[src/rtl/pll_lock_sequencer.sv]
// pll_lock_sequencer: reset, lock qualification and retry controller for the CC_PLL.
// Runs on the free-running reference clock, so it never depends on the PLL output clock.
// Build option: define PLLSEQ_STDY_LOCK_EN to also require USR_PLL_LOCKED_STDY for lock.
module pll_lock_sequencer #(
  parameter int unsigned RST_PULSE     = 16,
  parameter int unsigned LOCK_TIMEOUT  = 10000,
  parameter int unsigned STABLE_CYCLES = 1000,
  parameter int unsigned MAX_RETRIES   = 3,
  parameter int unsigned LOSS_W        = 8
) (
  input  logic              clock_in,
  input  logic              rst_in,
  input  logic              pll_locked,
  input  logic              pll_locked_stdy,
  input  logic              retry_in,
  output logic              pll_stdy_rst,
  output logic              sys_rst_n,
  output logic              ready,
  output logic              fault,
  output logic [1:0]        attempt,
  output logic [LOSS_W-1:0] loss_count
);

  localparam int unsigned MAX_AB  = (RST_PULSE > LOCK_TIMEOUT) ? RST_PULSE : LOCK_TIMEOUT;
  localparam int unsigned MAX_CNT = (MAX_AB > STABLE_CYCLES) ? MAX_AB : STABLE_CYCLES;
  localparam int unsigned CNT_W   = $clog2(MAX_CNT) + 1;
  // Internal try counter is wide enough for MAX_RETRIES; the attempt port saturates at 3.
  localparam int unsigned TRY_W   = ($clog2(MAX_RETRIES + 1) < 2) ? 2 : $clog2(MAX_RETRIES + 1);

  localparam logic [CNT_W-1:0] RST_LAST    = CNT_W'(RST_PULSE - 1);
  localparam logic [CNT_W-1:0] TIMEOUT_LAST = CNT_W'(LOCK_TIMEOUT - 1);
  localparam logic [CNT_W-1:0] STABLE_LAST = CNT_W'(STABLE_CYCLES - 1);
  localparam logic [TRY_W-1:0] TRY_LIMIT   = TRY_W'(MAX_RETRIES);

  typedef enum logic [2:0] {
    StStdyRst,
    StWaitLock,
    StStabilize,
    StRun,
    StFault
  } state_e;

  state_e             state_q, state_d;
  logic [CNT_W-1:0]   cnt_q, cnt_d;
  logic [TRY_W-1:0]   tries_q, tries_d;
  logic [LOSS_W-1:0]  loss_d;
  logic               lock_s1, lock_s2;
  logic               lock_q;

  // Two-flop synchroniser for the asynchronous PLL lock indication.
  always_ff @(posedge clock_in or negedge rst_in) begin
    if (!rst_in) begin
      lock_s1 <= 1'b0;
      lock_s2 <= 1'b0;
    end else begin
      lock_s1 <= pll_locked;
      lock_s2 <= lock_s1;
    end
  end

`ifdef PLLSEQ_STDY_LOCK_EN
  logic stdy_s1, stdy_s2;

  // Two-flop synchroniser for the lock-steady indication.
  always_ff @(posedge clock_in or negedge rst_in) begin
    if (!rst_in) begin
      stdy_s1 <= 1'b0;
      stdy_s2 <= 1'b0;
    end else begin
      stdy_s1 <= pll_locked_stdy;
      stdy_s2 <= stdy_s1;
    end
  end

  assign lock_q = lock_s2 & stdy_s2;
`else
  logic unused_stdy;
  assign unused_stdy = pll_locked_stdy;
  assign lock_q      = lock_s2;
`endif

  // Next-state, counter, try and loss-count logic.
  always_comb begin
    state_d = state_q;
    cnt_d   = cnt_q;
    tries_d = tries_q;
    loss_d  = loss_count;
    unique case (state_q)
      StStdyRst: begin
        if (cnt_q == RST_LAST) begin
          state_d = StWaitLock;
          cnt_d   = '0;
        end else begin
          cnt_d = cnt_q + CNT_W'(1);
        end
      end
      StWaitLock: begin
        if (lock_q) begin
          // Lock wins over a coincident timeout.
          state_d = StStabilize;
          cnt_d   = '0;
        end else if (cnt_q == TIMEOUT_LAST) begin
          tries_d = tries_q + TRY_W'(1);
          cnt_d   = '0;
          state_d = (tries_d == TRY_LIMIT) ? StFault : StStdyRst;
        end else begin
          cnt_d = cnt_q + CNT_W'(1);
        end
      end
      StStabilize: begin
        if (!lock_q) begin
          // Fresh timeout window, not a failed attempt.
          state_d = StWaitLock;
          cnt_d   = '0;
        end else if (cnt_q == STABLE_LAST) begin
          state_d = StRun;
          cnt_d   = '0;
          tries_d = '0;
        end else begin
          cnt_d = cnt_q + CNT_W'(1);
        end
      end
      StRun: begin
        if (!lock_q) begin
          state_d = StStdyRst;
          cnt_d   = '0;
          if (loss_count != '1) begin
            loss_d = loss_count + LOSS_W'(1);
          end
        end
      end
      StFault: begin
        if (retry_in) begin
          state_d = StStdyRst;
          cnt_d   = '0;
          tries_d = '0;
        end
      end
      default: begin
        state_d = StStdyRst;
        cnt_d   = '0;
      end
    endcase
  end

  // State, counters, and outputs decoded from the next state so they switch with it.
  always_ff @(posedge clock_in or negedge rst_in) begin
    if (!rst_in) begin
      state_q      <= StStdyRst;
      cnt_q        <= '0;
      tries_q      <= '0;
      loss_count   <= '0;
      pll_stdy_rst <= 1'b1;
      sys_rst_n    <= 1'b0;
      ready        <= 1'b0;
      fault        <= 1'b0;
      attempt      <= 2'd0;
    end else begin
      state_q      <= state_d;
      cnt_q        <= cnt_d;
      tries_q      <= tries_d;
      loss_count   <= loss_d;
      pll_stdy_rst <= (state_d == StStdyRst) || (state_d == StFault);
      sys_rst_n    <= (state_d == StRun);
      ready        <= (state_d == StRun);
      fault        <= (state_d == StFault);
      attempt      <= (tries_d > TRY_W'(3)) ? 2'd3 : tries_d[1:0];
    end
  end

endmodule

[config.mk]
export PLATFORM = sky130hd
export DESIGN_NAME = pll_lock_sequencer
export DESIGN_NICKNAME = d
export VERILOG_FILES = /design/src/rtl/pll_lock_sequencer.sv
export SDC_FILE = /design/constraint.sdc
export NUM_CORES = 1
export LEC_CHECK = 0
export ABC_AREA = 1
export BUFFER_PORTS_ARGS = -buffer_cell sky130_fd_sc_hd__buf_2
export CELL_PAD_IN_SITES_DETAIL_PLACEMENT = 0
export CELL_PAD_IN_SITES_GLOBAL_PLACEMENT = 1
export CORE_MARGIN = 1
export CORE_UTILIZATION = 42
export CTS_CLUSTER_SIZE = 8
export DETAILED_ROUTE_END_ITERATION = 16
export HOLD_SLACK_MARGIN = 0.08
export PLACE_DENSITY_LB_ADDON = 0.1
export SLEW_MARGIN = 30
export SYNTH_ARGS = -nofsm -noshare
export SYNTH_HDL_FRONTEND = slang
export SYNTH_SLANG_ARGS = --single-unit
[constraint.sdc]
create_clock -name clock_in -period 2.1 [get_ports clock_in]
set_clock_uncertainty 0.1 [all_clocks]
set_input_delay 0 -clock clock_in [delete_from_list [all_inputs] [get_ports clock_in]]
set_output_delay 0 -clock clock_in [all_outputs]
set_load 0.01 [all_outputs]
=== After elaboration in Yosys (flattened, before gate mapping) ===
Cells that the tools add are included.

* Add/subtract/negate cells: 3
* Multipliers: 0
* Div/mod/pow operators: 0
* $lt $le $gt $ge: 1
* Equal/unequal tests: 13
* Shift operators: 0
* Muxes and demuxes: 24
* Bitwise gates (word level): 1
* Reduce and logical (&&, ||, !) cells: 5

{| class="wikitable"
|+ Operators with widths
! kind !! number
|-
| $mux 15 || 7
|-
| $pmux 15 s5 || 1
|-
| $mux 3 || 8
|-
| $add 15x1->15 const B || 1
|-
| $eq 15x10->1 const B || 1
|-
| $eq 15x14->1 const B || 1
|-
| $eq 15x4->1 const B || 1
|-
| $pmux 3 s5 || 1
|-
| $mux 2 || 6
|-
| $eq 3x2->1 const B || 3
|-
| $add 8x1->8 const B || 1
|-
| $ne 8x8->1 const B || 1
|-
| $eq 3x3->1 const B || 2
|-
| $logic_not 3->1 || 2
|-
| $pmux 2 s3 || 1
|-
| $ne 2x2->1 const B || 2
|-
| $eq 3x1->1 const B || 1
|-
| $reduce_and 3->1 || 1
|-
| $add 2x1->2 const B || 1
|-
| $eq 2x2->1 const B || 1
|-
| $gt 2x2->1 const B || 1
|-
| $reduce_and 2->1 || 1
|-
| $logic_or 1x1->1 || 1
|-
| $not 1->1 || 1
|}

* Bits in registers: 35
* Bits in latches: 0
* RAM bits: 0
* Memory bits (read-only): 0
* Input port bits: 5
* Output and inout bits: 14
* Memories: 0

=== Longest topological paths before layout ===
Gate-level depths: netlist (run 1).

* Depth in word-level cells: 8
* Mapped depth: 11
* Depth with buffers taken out: 11

=== Worst setup path before layout (run 1) ===
Ideal clock, no wire load.

* Path kind: register to register
* From: register cnt_q[0]
* To: register cnt_q[3]
* Setup time: 0.120 ns
* Arrival: 1.347 ns
* Data required time: 1.880 ns
* Slack: 0.534 ns
* Stages on the path, launching flop included: 9
* Clock period less this slack: 1.566 ns
* Cell sequence: dfrtp_1 > ha_1 > nand3_2 > nor2_4 > nand2_2 > nand2_2 > nand3_4 > nor2_8 > nor2_1

* Cells in the longest elaborated chain, start to end: 4
* Elaborated cells on any way between the ends: 10
* Those cells by class: 1 x add/sub; 3 x eq/ne; 6 x mux

{| class="wikitable"
|+ Ends and longest elaborated chain
! item !! line !! source
|-
| start, declared || 44 || <nowiki>logic [CNT_W-1:0] cnt_q, cnt_d;</nowiki>
|-
| start signal, assigned || 160 || <nowiki>cnt_q <= cnt_d;</nowiki>
|-
| $add 15x1->15, or another cell as far along || 94, 107, 120 ||
|-
| $mux 15, on equally long branches || 115, 102 ||
|-
| $mux 15, on equally long branches || 111, 98 ||
|-
| $pmux 15 s5 * || 88 || <nowiki>unique case (state_q)</nowiki>
|}

Every way passes the cells marked *; elsewhere a longest branch is shown, timed or not.
A chain may end at the register's enable or synchronous reset.

=== Worst setup path after layout (run 1) ===
* From: register cnt_q[1]
* To: register cnt_q[3]

Same word-level chain as after synthesis.

==> flow_summary.ini, run 1 <==
[status]
status = complete, no violations

[sta]
max-slew-margin-rel_pct = 50.8
rsz0062_at_grt = no
min_period_over_period_pct = 88.7
fin_crit_ns = 1.86
max_freq_mhz = 537
drv_slew = 0
whs_ns = 0.220
setup-tns-final_ns = 0
worst_pin_slew_ns = 0.739
hold_violations = 0
setup_violations = 0

[final_layout]
antennaDiodeCount = 0
area_growth_pct = 13.6
fin_nets = 319
drive_above_1_share_pct = 12.9
multi_input_area_um2 = 1020
nFillCells = 466
seqCellArea_um2 = 827

[clock_network]
cts_setup_buffers = 0
clockBufferDepth = 2
cts_buffers = 5
postCtsHoldBufs = 3
ctsResizeCount = 0
clkTransAtPathRegs_ns = 0.06
htreeDepth = 2
cts_num_sinks = 33
cts_tree = built
clock-root-buffer = clkbuf_8
clk_latency_ns = 0.27

[routing]
wirelength_mm = 4.20
drt_iter0_markers = 56
drtAntennaViolNets = 0
first_pass_iters = 4
vias = 1729
via_per_inst = 4.76
drc = 0
drt-wirelength-per-cell_um = 11.6

[floorplanning]
core_um2 = 4470
initial_core_util_pct = 44.6
die_w_um = 71.0
fp-row-count = 24
die-height_um = 71.0
dieArea_um2 = 5030
num_io_pins = 19

[logic_synthesis]
synth_top_area_share_pct = 40.1
syn_area_per_cell_um2 = 7.03
synth_top_area_cell = dfrtp_1
synth_cells = 284
synth_area_leaders = dfrtp_1, nand2_1, nor2_1
synth-seq-cells = 33
yosys_warnings = 0
netlist_area_um2 = 2000
yosysSeqAreaShare_pct = 41.4
synthesis.nets = 292
synth_cell_types = 22

[worst_setup_path]
cp_top_family = simple AND/OR/NAND/NOR gates
crit_buf_inv = 0
crit_chain = ha_1 -> nand3_2 -> nor2_4 -> nand2_2 -> nand2_2 -> nand3_4 -> nor2_8 -> nor2_1
r2r_slack_ns = 0.24
worstPathRequired_ns = 2.17
end_kind = flop
arrival_ns = 1.93
timing.rr.start = cnt_q[1]
cp_common_cell = nand2_2
critPathMaxStageDelay_ns = 0.39
crit_type = flop to flop
ff2ff_path_depth = 8
crit_path_start_kind = flop
path_depth = 8
critPathSlowestCell = dfrtp_1
r2r_end = cnt_q[3]
cp_max_fo = 8

[global_route]
antenna_found_initial = 0
grt_pass1_vias = 1689
grtUsageTotal_pct = 19.0
globalRoute.totalOverflow = 0
grt_first_pass_wirelength_mm = 7.40
grt_max_degree = 34

[job]
drv_cap = 0

[power]
p_per_area_nw_per_um2 = 909
vdd_drop_max_mv = 0.428
total_leakage_power_nw = 1.23

[place]
gp_congestion = 0.823
portBuffers = 17
dp_hpwl_mm = 3.15

[hold_path]
hold_path_class = input port to asynchronous set/reset pin
registers in the layout (all words and copies together), names as in the netlist, named ones only:
| name | flops |
|---|---|
| loss_count | 8 |
| cnt_q | 15 |
| state_q | 3 |
| lock_q | 1 |
| fault | 1 |
| lock_s1 | 1 |
| pll_stdy_rst | 1 |
| ready | 1 |
per-stage QoR:
step	utilization (%)	instances	instance area, um^2	worst slack [ns]	total power [mW]
after floorplan	-	284	2000	0.534	1.40
after global placement	48.1	353	2150	0.193	1.61
after detailed placement	48.1	353	2150	0.213	1.61
after CTS	50.7	363	2270	0.205	2.10
after global routing	50.7	363	2270	0.0225	2.25
final	50.7	363	2270	0.238	2.06
worst max path at each step:
stage / from / end / slack [ns]
final: cnt_q[1] / cnt_q[3] / 0.24
after floorplan: cnt_q[0] / cnt_q[3] / 0.53
after detailed placement: cnt_q[1] / cnt_q[3] / 0.21
after global routing: state_q[0] / cnt_q[3] / 0.02
after CTS: cnt_q[1] / cnt_q[3] / 0.20
after global placement: cnt_q[0] / cnt_q[5] / 0.19
cell usage after synthesis:
library cell	instances
nor2_1	45
xnor2_1	3
ha_1	3
nand4_1	4
xor2_1	10
nor2_8	1
nand2_1	102
inv_1	34
o21bai_1	2
o21ai_0	8
nand3_2	1
dfstp_2	1
buf_4	2
nand3_4	1
nor2_2	3
dfrtp_1	32
nor3_1	5
nand2_2	4
nor2_4	2
nand3_1	17
a21oi_1	2
buf_2	2
cell type report:
type                            instances  share of cell area [%]
Tap cell                               52                    2.87
Sequential cell                        33                    36.5
Inverter                               34                    5.63
Multi-Input combinational cell        213                    44.8
Clock buffer                            7                    3.81
Timing Repair Buffer                   24                    6.40
routing by layer:
layer	track usage [%]	part of all wire, %	vias up
li1	-	-	926
met1	25.6	53	785
met2	31.2	45	16
met3	4.27	2.1	2
met4	4.67	0.36	0
met5	0	0	-
kinds of logic (layout without fill, tap and decap cells):
kind of cell,Yosys count,count (layout),synth area share (%)
compound gates,12,12,3.26
buf+inv,38,65,7.64
fa+ha+maj,3,3,1.88
simple gates,185,185,40.1
flops,33,33,41.4
xor+xnor,13,13,5.70
cells in the final DEF (no fill, tap or decap):
| cell | instances |
|---|---|
| a21oi_1 | 2 |
| nor2_4 | 2 |
| nor3_1 | 5 |
| clkbuf_8 | 6 |
| nand3_2 | 1 |
| xor2_1 | 10 |
| o21bai_1 | 2 |
| xnor2_1 | 3 |
| nor2_8 | 1 |
| o21ai_0 | 8 |
| dfstp_2 | 1 |
| nor2_1 | 45 |
| dlygate4sd3_1 | 3 |
| nand3_4 | 1 |
| inv_1 | 34 |
| clkbuf_1 | 1 |
| nand2_2 | 4 |
| dfrtp_1 | 32 |
| buf_2 | 17 |
| nand4_1 | 4 |
| nor2_2 | 3 |
| buf_4 | 4 |
| ha_1 | 3 |
| nand2_1 | 102 |
| nand3_1 | 17 |
report_power, final:
part	internal [mW]	switching, mW
Clock	0.260	0.212
Combinational	0.271	0.458
Sequential	0.748	0.114
Total	1.28	0.784
(Power assumes the default switching activity.)
==> run 2, diff against run 1 <==
CORE_UTILIZATION = 38   (was 42)
clock period = 1.6 ns   (was 2.1 ns; I/O delays follow)
==> run 2 against run 1 <==
Largest cell class unchanged. First-iteration DRC count is 41% higher. Final cell count increased by 16%. The flow now finishes with violations (negative setup slack). Via count grew 7.8%.
==> flow_summary.ini, run 2 (synthesis results as in run 1) <==
[status]
status = finished with violations
violations = negative setup slack

[global_route]
grt_first_pass_wirelength_mm = 7.47
globalRoute.totalOverflow = 0
grt_pass1_vias = 1587
grt_max_degree = 34
antenna_found_initial = 0
grtUsageTotal_pct = 18.1

[final_layout]
antennaDiodeCount = 0
drive_above_1_share_pct = 29.4
largest_register_ffs = 15
multi_input_area_um2 = 1120
area_growth_pct = 34.6
fin_util_pct = 53.0
final_common_cell = nand2_1
layout_common_cells = nand2_1, buf_4, nor2_1, inv_1, dfrtp_1
nFillCells = 523
seqCellArea_um2 = 831
regMostFlops = cnt_q
fin_nets = 357
reg_top3 = cnt_q x15, loss_count x8, state_q x3

[floorplanning]
core_um2 = 5070
dieArea_um2 = 5550
die_w_um = 74.5
initial_core_util_pct = 39.3
fp-row-count = 26
die-height_um = 74.5
num_io_pins = 19

[sta]
fin_crit_ns = 1.66
setup_violations = 8
worst_pin_slew_ns = 0.297
max-slew-margin-rel_pct = 80.1
max_freq_mhz = 603
min_period_over_period_pct = 104
drv_slew = 0
hold_violations = 0
rsz0062_at_grt = yes
setup_ws_ns = -0.0583

[place]
dp_hpwl_mm = 3.45
gp_congestion = 0.786
portBuffers = 17

[clock_network]
htreeDepth = 2
cts_num_sinks = 33
cts_buffers = 5
clkTransAtPathRegs_ns = 0.07
clk_latency_ns = 0.28
clockBufferDepth = 2
cts_tree = built
clock-root-buffer = clkbuf_8

[routing]
vias = 1863
drt_iter0_markers = 79
drtAntennaViolNets = 0
drc = 0
via_per_inst = 4.44
first_pass_iters = 6
wirelength_mm = 4.70
drt-wirelength-per-cell_um = 11.2

[power]
p_per_area_nw_per_um2 = 1120
vdd_drop_max_mv = 0.481
fin_total_pwr_mw = 3.01
total_leakage_power_nw = 1.43

[worst_setup_path]
critPathMaxStageDelay_ns = 0.40
worstPathRequired_ns = 1.66
path_depth = 8
arrival_ns = 1.72
end_kind = flop
cp_top_family = simple AND/OR/NAND/NOR gates
crit_type = flop to flop
crit_chain = ha_4 -> nand3_4 -> nor2_4 -> nand2_2 -> nand2_2 -> nand3_4 -> nor2_8 -> nor2_1
crit_buf_inv = 0
critPathSlowestCell = dfrtp_1
crit_path_start_kind = flop
ff2ff_path_depth = 8
cp_max_fo = 8

[hold_path]
hold_path_class = input port to asynchronous set/reset pin

[job]
drv_cap = 0
-- run 2: changes by cell type in the layout (fill, tap and decap cells not counted), sizes merged --
| cell | change |
|---|---|
| buf | +38 |
| clkinv | +1 |
-- run 2: timing repair --
item / CTS / global route
hold buffers: 3 / 0
pin swaps: 7 / 17
buffers inserted: 0 / 8
endpoints found under the setup margin: 17 / 21
resized for setup: 6 / 26
endpoints found under the hold margin: 36 / 0
-- run 2: layout make-up --
type	instances	area share, %
Sequential cell	33	30.9
Clock buffer	7	2.84
Inverter	34	4.75
Timing Repair Buffer	62	16.5
Clock inverter	1	0.186
Multi-Input combinational cell	213	41.6
Tap cell	70	3.26
-- run 2: routing by layer --
metal / up-vias / wire (um) / global-route usage, %
li1: 1000 / - / -
met3: 2 / 98 / 4.07
met1: 843 / 2480 / 25.4
met4: 0 / 27 / 5.03
met2: 18 / 2090 / 28.0
met5: - / 0 / 0
-- run 2: per-stage QoR --
| step | TNS (ns) | cells | cell area [um^2] | setup slack, ns | hold slack (ns) |
|---|---|---|---|---|---|
| 2_1_floorplan | 0 | 284 | 2000 | 0.0335 | -0.396 |
| 3_3_place_gp | -0.602 | 401 | 2410 | -0.0772 | -0.122 |
| 3_5_place_dp | -1.59 | 401 | 2410 | -0.173 | -0.124 |
| 4_1_cts | -0.391 | 412 | 2540 | -0.0588 | 0.101 |
| 5_1_grt | -1.16 | 420 | 2690 | -0.128 | 0.131 |
| 6_report | -0.379 | 420 | 2690 | -0.0583 | 0.0984 |
-- run 2: path summary, 6_finish.rpt --
| kind | slack, ns | start | to |
|---|---|---|---|
| setup / recovery | -0.06 | cnt_q[0] | cnt_q[3] |
| hold / removal | 0.1 | rst_in | cnt_q[4] |
| setup reg to reg | -0.06 | cnt_q[0] | cnt_q[3] |
| hold reg to reg | 0.25 | lock_s1 | lock_q |
| max in group asynchronous | 1.04 | rst_in | pll_stdy_rst |
| min in group clock_in | 0.25 | lock_s1 | lock_q |
-- run 2: where the power goes --
group          leakage (nW)  internal [mW]  switching [mW]
logic                 0.946          0.549           0.713
clock network        0.0422          0.305           0.296
registers             0.441          0.988           0.159
total                  1.43           1.84            1.17
-- run 2: tightest hold or removal path: cells and delay by family --
family,cells,cell delay [ns]
buffers and inverters,3,0.83
